--- config.mk ---
export PLATFORM = sky130hd
export DESIGN_NAME = afu_csr_ctrl_mc
export DESIGN_NICKNAME = d
export VERILOG_FILES = /design/src/rtl/afu_csr_pkg.sv /design/src/rtl/afu_csr_fifo.sv /design/src/rtl/afu_csr_ctrl_mc.sv
export SDC_FILE = /design/constraint.sdc
export NUM_CORES = 1
export LEC_CHECK = 0
export CORE_AREA = 3 3 574 576
export CTS_BUF_LIST = sky130_fd_sc_hd__clkbuf_16
export CTS_CLUSTER_SIZE = 8
export DETAILED_ROUTE_END_ITERATION = 6
export DIE_AREA = 0 0 577 579
export GPL_TIMING_DRIVEN = 0
export PLACE_DENSITY = 0.46
export SLEW_MARGIN = 15
export SYNTH_ARGS = -nofsm -noshare
export SYNTH_HDL_FRONTEND = slang
export SYNTH_SLANG_ARGS = --single-unit
--- constraint.sdc ---
create_clock -name clk -period 17.57 [get_ports clk]
set_clock_uncertainty 0.05 [all_clocks]
set_input_delay 1.757 -clock clk [delete_from_list [all_inputs] [get_ports clk]]
set_output_delay 1.757 -clock clk [all_outputs]
set_load 0.01 [all_outputs]
--- src/rtl/afu_csr_pkg.sv ---
// Shared constants for the multi-channel AFU CSR block: CSR slot map,
// STATUS bit positions and the packed STATUS layout.
package afu_csr_pkg;

   localparam int MAX_CH = 8;

   // CSR slot indices
   localparam int CSR_CMD       = 0;
   localparam int CSR_STATUS    = 1;
   localparam int CSR_CFG_SEL   = 2;
   localparam int CSR_CFG_DATA  = 3;
   localparam int CSR_RCP_PUSH  = 4;
   localparam int CSR_RCP_LEVEL = 5;
   localparam int CSR_RESULT0   = 6;

   // STATUS bit positions
   localparam int ST_DONE_LSB   = 0;
   localparam int ST_BUSY_LSB   = 8;
   localparam int ST_RCP_OVF    = 16;
   localparam int ST_CMD_REJECT = 17;
   localparam int ST_CFG_REJECT = 18;

   // STATUS read layout, LSB-aligned: done[7:0], busy[15:8], flags [18:16]
   typedef struct packed {
      logic              cfg_reject;
      logic              cmd_reject;
      logic              rcp_ovf;
      logic [MAX_CH-1:0] busy;
      logic [MAX_CH-1:0] done;
   } status_t;

endpackage

--- src/rtl/afu_csr_fifo.sv ---
// Synchronous FIFO for recipe entries. The head is presented combinationally
// from storage, so an entry is visible the cycle after it is pushed; the head
// reads 0 while empty. A push into a full FIFO is accepted only when a pop
// happens in the same cycle.
module afu_csr_fifo #(
   parameter int DEPTH = 16,
   parameter int WIDTH = 64
) (
   input  logic                     clk,
   input  logic                     reset,
   input  logic                     push,
   input  logic [WIDTH-1:0]         push_data,
   input  logic                     pop,
   output logic [WIDTH-1:0]         head,
   output logic                     full,
   output logic                     empty,
   output logic [$clog2(DEPTH):0]   level
);

   localparam int PTR_W = $clog2(DEPTH);
   localparam int LVL_W = PTR_W + 1;

   logic [WIDTH-1:0] mem [DEPTH];
   logic [PTR_W-1:0] wr_ptr;
   logic [PTR_W-1:0] rd_ptr;
   logic             do_push;
   logic             do_pop;

   assign empty   = (level == '0);
   assign full    = (level == LVL_W'(DEPTH));
   assign do_pop  = pop && !empty;
   assign do_push = push && (!full || do_pop);
   assign head    = empty ? '0 : mem[rd_ptr];

   // Pointer and occupancy bookkeeping; pointers wrap naturally at DEPTH
   always_ff @(posedge clk) begin
      if (reset) begin
         wr_ptr <= '0;
         rd_ptr <= '0;
         level  <= '0;
      end else begin
         if (do_push) wr_ptr <= wr_ptr + 1'b1;
         if (do_pop)  rd_ptr <= rd_ptr + 1'b1;
         if (do_push && !do_pop)      level <= level + 1'b1;
         else if (do_pop && !do_push) level <= level - 1'b1;
      end
   end

   // Entry storage; contents need no reset because head is masked while empty
   always_ff @(posedge clk) begin
      if (do_push) mem[wr_ptr] <= push_data;
   end

endmodule

--- src/rtl/afu_csr_ctrl_mc.sv ---
// Multi-channel AFU CSR controller: decodes CPU MMIO writes into a start
// command, per-channel config registers, a recipe FIFO and sticky W1C status.
// All CPU read data passes through one register stage.
// Optional build macro: AFU_CSR_PERF_EN adds a saturating 32-bit start-to-done
// cycle counter in the upper half of each RESULT slot.
module afu_csr_ctrl_mc
   import afu_csr_pkg::*;
#(
   parameter int NUM_CH    = 4,
   parameter int NUM_CSRS  = 16,
   parameter int CFG_W     = 64,
   parameter int RCP_DEPTH = 16,
   parameter int RCP_W     = 64
) (
   input  logic                        clk,
   input  logic                        reset,
   input  logic                        csr_wr_en,
   input  logic [$clog2(NUM_CSRS)-1:0] csr_wr_idx,
   input  logic [63:0]                 csr_wr_data,
   output logic [NUM_CSRS*64-1:0]      csr_rd_data,
   output logic                        cmd_start,
   output logic [NUM_CH-1:0]           cmd_ch_mask,
   output logic [3:0]                  cmd_recipe,
   output logic [NUM_CH*CFG_W-1:0]     cfg_ch,
   output logic                        rcp_valid,
   output logic [RCP_W-1:0]            rcp_data,
   input  logic                        rcp_ready,
   input  logic [NUM_CH-1:0]           ch_done,
   input  logic [NUM_CH*16-1:0]        ch_result,
   output logic                        busy
);

   localparam int IDX_W = $clog2(NUM_CSRS);
   localparam int LVL_W = $clog2(RCP_DEPTH) + 1;

   logic              wr_cmd, wr_status, wr_sel, wr_cfg, wr_push;
   logic [63:0]       w1c;
   logic [NUM_CH-1:0] busy_mask;
   logic [NUM_CH-1:0] done_q;
   logic [NUM_CH-1:0] start_mask;
   logic              rcp_ovf_q, cmd_rej_q, cfg_rej_q;
   logic              cmd_rej_set, cfg_rej_set, ovf_set;
   logic [2:0]        cfg_sel;
   logic [15:0]       result_q [NUM_CH];
   logic              fifo_full, fifo_empty, fifo_pop;
   logic [LVL_W-1:0]  fifo_level;
   logic [NUM_CSRS*64-1:0] rd_next;
   status_t           status;

   assign wr_cmd    = csr_wr_en && (csr_wr_idx == IDX_W'(CSR_CMD));
   assign wr_status = csr_wr_en && (csr_wr_idx == IDX_W'(CSR_STATUS));
   assign wr_sel    = csr_wr_en && (csr_wr_idx == IDX_W'(CSR_CFG_SEL));
   assign wr_cfg    = csr_wr_en && (csr_wr_idx == IDX_W'(CSR_CFG_DATA));
   assign wr_push   = csr_wr_en && (csr_wr_idx == IDX_W'(CSR_RCP_PUSH));
   assign w1c       = wr_status ? csr_wr_data : 64'h0;

   assign busy        = |busy_mask;
   assign start_mask  = (wr_cmd && !busy) ? csr_wr_data[NUM_CH-1:0] : '0;
   assign cmd_rej_set = wr_cmd && busy;
   assign fifo_pop    = rcp_ready && !fifo_empty;
   assign ovf_set     = wr_push && fifo_full && !fifo_pop;
   assign rcp_valid   = !fifo_empty;

   // Flag a config write aimed at a channel that is currently running
   always_comb begin
      cfg_rej_set = 1'b0;
      for (int i = 0; i < NUM_CH; i++) begin
         if (wr_cfg && (cfg_sel == 3'(i)) && busy_mask[i]) cfg_rej_set = 1'b1;
      end
   end

   // Start pulse lasts one cycle; mask and recipe stay latched until the next start
   always_ff @(posedge clk) begin
      if (reset) begin
         cmd_start   <= 1'b0;
         cmd_ch_mask <= '0;
         cmd_recipe  <= '0;
      end else begin
         cmd_start <= |start_mask;
         if (|start_mask) begin
            cmd_ch_mask <= start_mask;
            cmd_recipe  <= csr_wr_data[11:8];
         end
      end
   end

   // Busy tracking and sticky flags; a start or set always beats a same-cycle clear
   always_ff @(posedge clk) begin
      if (reset) begin
         busy_mask <= '0;
         done_q    <= '0;
         rcp_ovf_q <= 1'b0;
         cmd_rej_q <= 1'b0;
         cfg_rej_q <= 1'b0;
      end else begin
         busy_mask <= (busy_mask & ~ch_done) | start_mask;
         done_q    <= (done_q & ~w1c[NUM_CH-1:0]) | ch_done;
         rcp_ovf_q <= (rcp_ovf_q & ~w1c[ST_RCP_OVF])    | ovf_set;
         cmd_rej_q <= (cmd_rej_q & ~w1c[ST_CMD_REJECT]) | cmd_rej_set;
         cfg_rej_q <= (cfg_rej_q & ~w1c[ST_CFG_REJECT]) | cfg_rej_set;
      end
   end

   // Channel select and per-channel config; out-of-range selects write nothing
   always_ff @(posedge clk) begin
      if (reset) begin
         cfg_sel <= '0;
         cfg_ch  <= '0;
      end else begin
         if (wr_sel) cfg_sel <= csr_wr_data[2:0];
         for (int i = 0; i < NUM_CH; i++) begin
            if (wr_cfg && (cfg_sel == 3'(i)) && !busy_mask[i])
               cfg_ch[i*CFG_W +: CFG_W] <= CFG_W'(csr_wr_data);
         end
      end
   end

   // Capture each engine's timing result on its done pulse
   always_ff @(posedge clk) begin
      for (int i = 0; i < NUM_CH; i++) begin
         if (reset)           result_q[i] <= '0;
         else if (ch_done[i]) result_q[i] <= ch_result[16*i +: 16];
      end
   end

`ifdef AFU_CSR_PERF_EN
   logic [31:0] perf_q [NUM_CH];

   // Saturating start-to-done cycle counter per channel, zeroed on that channel's start
   always_ff @(posedge clk) begin
      for (int i = 0; i < NUM_CH; i++) begin
         if (reset || start_mask[i])                       perf_q[i] <= '0;
         else if (busy_mask[i] && !ch_done[i] && perf_q[i] != '1) perf_q[i] <= perf_q[i] + 1'b1;
      end
   end
`endif

   // Assemble the CPU-visible read image; unmapped slots read zero
   always_comb begin
      rd_next           = '0;
      status            = '0;
      status.done       = MAX_CH'(done_q);
      status.busy       = MAX_CH'(busy_mask);
      status.rcp_ovf    = rcp_ovf_q;
      status.cmd_reject = cmd_rej_q;
      status.cfg_reject = cfg_rej_q;
      rd_next[64*CSR_STATUS +: 64]    = 64'(status);
      rd_next[64*CSR_RCP_LEVEL +: 64] = 64'(fifo_level);
      for (int i = 0; i < NUM_CH; i++) begin
         if (CSR_RESULT0 + i < NUM_CSRS) begin
`ifdef AFU_CSR_PERF_EN
            rd_next[64*(CSR_RESULT0+i) +: 64] = {perf_q[i], 16'h0, result_q[i]};
`else
            rd_next[64*(CSR_RESULT0+i) +: 64] = {48'h0, result_q[i]};
`endif
         end
      end
   end

   // Register the read image so the CSR manager always sees a flopped value
   always_ff @(posedge clk) begin
      if (reset) csr_rd_data <= '0;
      else       csr_rd_data <= rd_next;
   end

   afu_csr_fifo #(
      .DEPTH (RCP_DEPTH),
      .WIDTH (RCP_W)
   ) u_rcp_fifo (
      .clk       (clk),
      .reset     (reset),
      .push      (wr_push),
      .push_data (csr_wr_data[RCP_W-1:0]),
      .pop       (fifo_pop),
      .head      (rcp_data),
      .full      (fifo_full),
      .empty     (fifo_empty),
      .level     (fifo_level)
   );

endmodule

==> out/qor.txt, run 1 <==
Hold/Removal Path Class: reg2reg
period utilization: 40.7%
Startpoint Class: flip-flop
Post-Synth Simple-Gate Area: 6.54%
hold buffers post-CTS: 0
Longest Clk Path Bufs: 4
mux contribution to synthesized area: 11.8%
min cycle time layout: 7160 ps
row count: 209
sequential area share after synthesis: 64.6%
Final HPWL DP: 176 mm
clk slew on worst S/H paths: 50 ps
Post-CTS Setup Bufs: 0
Post-layout nets: 6121
layout cells sized above 1: 25.6%
RSZ-0062 raised after global routing: false
Num Clock Sinks: 1464
status: completed
initial antenna violation count: 71
maximum vdd ir drop: 0.0000823 V
CP max FO: 11
DRC errors left: 0
CTS root buffer: clkbuf_16
vias per cell: 3.59
largest family of logic cells by synthesized area: buffers and inverters
Syn Area/Cell: 15.0 um^2
pin count of the biggest net entering global routing: 22
DIE WIDTH: 577 um
Synth cell types: 61
chip height: 579 um
Initial Utilization: 19.2%
CORE AREA: 324000 um^2
mapped cell area: 62200 um^2
area share of the leading cell type in the synthesized netlist: 52.5%
first-pass GRT wire length: 305 mm
DR WL/cell: 22.2 um
commonest cells in the netlist: edfxtp_1, buf_4, nand2_1
TritonCTS Buffers: 210
initial DRC count: 2857
Setup CP Type: reg2out
vias in the first global route: 36500
die area: 334000 um^2
clk_lat worst skew: 850 ps
Pleak: 31.9 nW
Yosys Warn Count: 0
Routed WL: 232 mm
filler cell count: 33600
relative slew slack: 19.2%
Synth Area in Adders: 0.233%
total negative slack: 0 ps
Synth Flop Type: edfxtp_1
Arr. time, crit path: 5350 ps
biggest area consumer among synthesized cells: edfxtp_1
post-placement cell area: 78600 um^2
number of hold violations in the final report: 0
Placer Congestion: 0.734
IO Count: 1495
Mapped Cells: 4156
cell area after layout: 84600 um^2
# port buffers: 549
Power Dens Cells: 109 nW/um^2
CP Data Required Time: 15760 ps
setup violators final: 0
Layout area overhead: 36.0%
Final Max Tran Viols: 0
Compound-Gate Fraction of Synth Area: 3.49%
Detail Route Antenna Nets: 0
GRT Total Usage: 13.1%
pin slew with the least headroom to its limit: 1210 ps
cts repair resizes: 0
DR pass1 iterations: 6
Seq cells post-synth: 1464
fmax: 140 MHz
ranking of synthesized cells by area: edfxtp_1, dfxtp_1, buf_4
Crit. End Element: primary output
GRT overflow: 0
Async SR Flop Fraction: 0%
XOR/XNOR Fraction of Synth Area: 0.113%
max cap viols: 0
DR vias: 37500
CTS tree: built
count of flip-flops with a built-in enable after synthesis: 1088
most frequent cell after synthesis: edfxtp_1
H-tree lvl count: 4
cell type report:
class,instances,area (um^2),area share (%)
Buffer,1141,8220,9.71
Inverter,5,18.8,0.0222
Clock buffer,213,5330,6.30
Tap cell,4325,5410,6.39
Multi-Input combinational cell,2489,17500,20.7
Clock inverter,135,723,0.854
Sequential cell,1464,40200,47.5
Timing Repair Buffer,659,7180,8.48
Antenna cell,20,50.0,0.0591
logic make-up (layout without fill, tap and decap cells):
group,after synthesis,in the layout
fa+ha+maj,11,11
other cells,1,964
xor+xnor,8,8
compound gates,358,358
buf+inv,1146,2153
flops,1464,1464
mux,328,328
simple gates,840,840
metrics by stage:
step	total power [mW]	hold WS, ps	instances	setup slack (ps)	util [%]
after floorplan	4.80	379	5099	9830	-
after global placement	5.61	382	9973	3000	23.7
after detailed placement	5.62	389	10100	11230	24.2
after CTS	9.41	400	10400	10300	26.1
after global routing	9.63	414	10400	10240	26.1
final	9.26	397	10500	10410	26.1
routing by layer:
layer	track usage, %	up-vias	share of wire [%]
li1	-	17000	-
met1	16.2	18700	40
met2	22.4	1477	49
met3	3.68	312	8.0
met4	3.60	24	2.6
met5	0	-	0.065
sequential cells by signal (all words and copies together), names as in the netlist, named ones only:
register / flops
u_rcp_fifo.rd_ptr: 4
cfg_ch: 256
cmd_rej_q: 1
result_q: 64
cmd_start: 1
cmd_ch_mask: 4
cmd_recipe: 4
u_rcp_fifo.wr_ptr: 4
done_q: 4
busy_mask: 4
csr_rd_data: 80
u_rcp_fifo.mem: 1024
cfg_rej_q: 1
cfg_sel: 3
rcp_ovf_q: 1
u_rcp_fifo.level: 5
final timing paths:
kind	cells past startpoint	slack (ps)	endpoint	start
min reg2reg	1	400	csr_rd_data[458]$_SDFF_PP0_	result_q[1][10]$_SDFFCE_PN0P_
min	1	400	csr_rd_data[458]$_SDFF_PP0_	result_q[1][10]$_SDFFCE_PN0P_
max reg2reg	10	14010	u_rcp_fifo.level[4]$_SDFFE_PP0P_	u_rcp_fifo.level[0]$_SDFFE_PP0P_
max	7	10410	rcp_data[22]	flip-flop
cells in the final DEF (no fill, tap or decap), types with 63 or more instances in the layout:
cell | netlist | routed
and2_1 | 65 | 65
a221o_1 | 63 | 63
nor2b_1 | 90 | 90
inv_1 | 5 | 121
edfxtp_1 | 1088 | 1088
mux4_1 | 213 | 213
a21oi_1 | 273 | 273
nand2_1 | 535 | 535
dfxtp_1 | 376 | 376
mux2_2 | 66 | 66
clkbuf_1 | 116 | 101
buf_4 | 945 | 978
conb_1 | 1 | 944
clkdlybuf4s50_1 | 0 | 525
clkbuf_16 | 0 | 213
power breakdown:
group	switching, mW	internal (mW)	leakage, nW
Combinational	0.965	0.795	15.6
Clock	1.55	2.19	3.36
Sequential	0.0181	3.75	12.9
worst max-delay path, stage by stage (launching register included):
cell	delay [ps]
dfxtp_1	300
clkbuf_1	780
clkbuf_1	910
o211ai_4	510
dlygate4sd1_1	590
and2b_4	350
a221o_1	390
clkdlybuf4s50_1	650
No activity file was read; power rests on OpenSTA's default activity.
==> inputs of run 2 (changes only) <==
--- a/config.mk
+++ b/config.mk
@@ -11,7 +11,7 @@
 export DETAILED_ROUTE_END_ITERATION = 6
 export DIE_AREA = 0 0 577 579
 export GPL_TIMING_DRIVEN = 0
-export PLACE_DENSITY = 0.46
+export PLACE_DENSITY = 0.47
 export SLEW_MARGIN = 15
 export SYNTH_ARGS = -nofsm -noshare
 export SYNTH_HDL_FRONTEND = slang
==> constraint.sdc (replaced) <==
create_clock -name clk -period 5.8 [get_ports clk]
set_clock_uncertainty 0.05 [all_clocks]
set_input_delay 0.58 -clock clk [delete_from_list [all_inputs] [get_ports clk]]
set_output_delay 0.58 -clock clk [all_outputs]
set_load 0.01 [all_outputs]
==> out/qor.txt, run 2 (synthesis results as in run 1) <==
max layer used: met5
layout cells sized above 1: 25.7% (+0.090 points)
maximum vdd ir drop: 0.000263 V (+220%)
TritonCTS Buffers: 211 (+0.48%)
clk_lat worst skew: 900 ps (+50 ps)
Power Dens Cells: 330 nW/um^2 (+200%)
Startpoint Class: flip-flop
relative slew slack: 16.6% (-2.6 points)
CP Data Required Time: 5170 ps (-10590 ps)
fmax: 183 MHz
filler cell count: 33500 (-0.027%)
clk slew on worst S/H paths: 50 ps (about the same)
most frequent cells in the layout: edfxtp_1, buf_4, conb_1
vias in the first global route: 36700 (+0.50%)
Crit. End Element: primary output
Hold/Removal Path Class: in2reg
area of the multi-input gates: 17500 um^2 (+0.14%)
Arr. time, crit path: 4820 ps (-530 ps)
commonest non-fill, non-tap cell in the layout: edfxtp_1
failing checks: design-rule violations
WL met1: 90.9 mm (-2.1%)
chip height: 579 um (unchanged)
DRC errors left: 1 (+1)
CTS root buffer: clkbuf_16
first-pass GRT wire length: 302 mm (-0.81%)
metal3 WL: 19.1 mm (+3.1%)
Final Max Tran Viols: 0 (unchanged)
status: finished, violations left
# port buffers: 549 (unchanged)
IO Count: 1495 (unchanged)
pin slew with the least headroom to its limit: 1250 ps (+41.4 ps)
Register Area: 40200 um^2 (unchanged)
die area: 334000 um^2 (unchanged)
Placer Congestion: 0.731 (-0.45%)
DR vias: 37300 (-0.52%)
Post-layout nets: 6111 (-0.16%)
Longest Clk Path Bufs: 4 (unchanged)
Post-CTS Setup Bufs: 0 (unchanged)
Detail Route Antenna Nets: 0 (unchanged)
post-layout power: 28.0 mW (+200%)
Setup CP Type: reg2out
final setup margin: 349 ps (-10060 ps)
initial DRC count: 2798 (-2.1%)
CP max FO: 10 (-1)
pin count of the biggest net entering global routing: 22 (unchanged)
worst hold start: csr_wr_data[4]
number of hold violations in the final report: 0 (unchanged)
DR WL/cell: 22.1 um (-0.58%)
Initial Utilization: 19.2% (unchanged)
CTS tree: built
DR pass1 iterations: 7 (+1)
period utilization: 94.0%
max cap viols: 0 (unchanged)
Num Clock Sinks: 1464 (unchanged)
GRT Total Usage: 13.0% (-0.10 points)
CORE AREA: 324000 um^2 (unchanged)
H-tree lvl count: 4 (unchanged)
RSZ-0062 raised after global routing: false
worst r2r src: u_rcp_fifo.level[0]$_SDFFE_PP0P_
min cycle time layout: 5450 ps
Regs by FF count: u_rcp_fifo.mem: 1024 flops, cfg_ch: 256 flops, csr_rd_data: 80 flops
Layout area overhead: 36.2%
pre-CTS WS: 527 ps (-10700 ps)
end-of-flow core utilization: 26.1% (+0.035 points)
met2 wire len: 113 mm (-2.0%)
Final HPWL DP: 175 mm (-0.67%)
Routed WL: 230 mm (-0.92%)
initial antenna violation count: 73 (+2.8%)
Top reg by flops: u_rcp_fifo.mem
max reg flops: 1024 (unchanged)
row count: 209 (unchanged)
GRT overflow: 0 (unchanged)
vias per cell: 3.58 (-0.19%)
DIE WIDTH: 577 um (unchanged)
setup violators final: 0 (unchanged)
Pleak: 31.8 nW (-0.49%)
## run 2: metrics by stage
| stage | area, um^2 | hold WS [ps] | setup TNS, ps | cells |
|---|---|---|---|---|
| after detailed placement | 78700 | 388 | 0 | 10100 |
| after CTS | 84700 | 40.5 | 0 | 10400 |
| after floorplan | 65800 | 379 | 0 | 5099 |
| after global placement | 76700 | 383 | -3708050 | 9973 |
| after global routing | 84700 | 72.5 | 0 | 10400 |
| final | 84800 | 105 | 0 | 10400 |
## run 2: worst paths after layout
| kind | endpoint | slack (ps) | depth (start not counted) |
|---|---|---|---|
| setup reg to reg | u_rcp_fifo.level[4]$_SDFFE_PP0P_ | 2220 | 10 |
| hold / removal | u_rcp_fifo.mem[6][4]$_DFFE_PP_ | 110 | 2 |
| hold reg to reg | csr_rd_data[456]$_SDFF_PP0_ | 400 | 1 |
| setup / recovery | rcp_data[20] | 350 | 7 |
## run 2: per-layer routing
layer | track usage, % | up-vias
li1 | - | 17000
met1 | 15.9 | 18500
met2 | 22.0 | 1524
met3 | 3.71 | 327
met4 | 4.52 | 26
met5 | 0 | -
## run 2: layout make-up
type                       count  share of cell area, %
multi-input combinational   2489                   20.7
clock inverter               111                  0.835
buffer                      1140                   9.71
tap                         4325                   6.38
inverter                       5                 0.0221
clock buffer                 211                   6.23
sequential                  1464                   47.4
antenna                       22                 0.0650
timing repair buffer         649                   8.64
## run 2: where the power goes
| part | internal [mW] | switching [mW] | total (mW) |
|---|---|---|---|
| clock | 6.57 | 4.65 | 11.2 |
| combinational | 2.41 | 2.93 | 5.34 |
| sequential | 11.4 | 0.0614 | 11.4 |
## run 2: repair_timing
item / in CTS / in global routing
hold buffers: 1 / 0
endpoints found under the hold margin: 3 / 0
setup endpoints to repair: 63 / 0
resized for setup: 4 / 0
## run 2: critical path, cell delays in order, from the launching register on
cell	delay, ps
dfxtp_1	360
clkbuf_1	490
buf_2	670
clkdlybuf4s15_2	580
mux4_1	660
and2b_4	190
a221o_1	430
clkdlybuf4s50_1	570
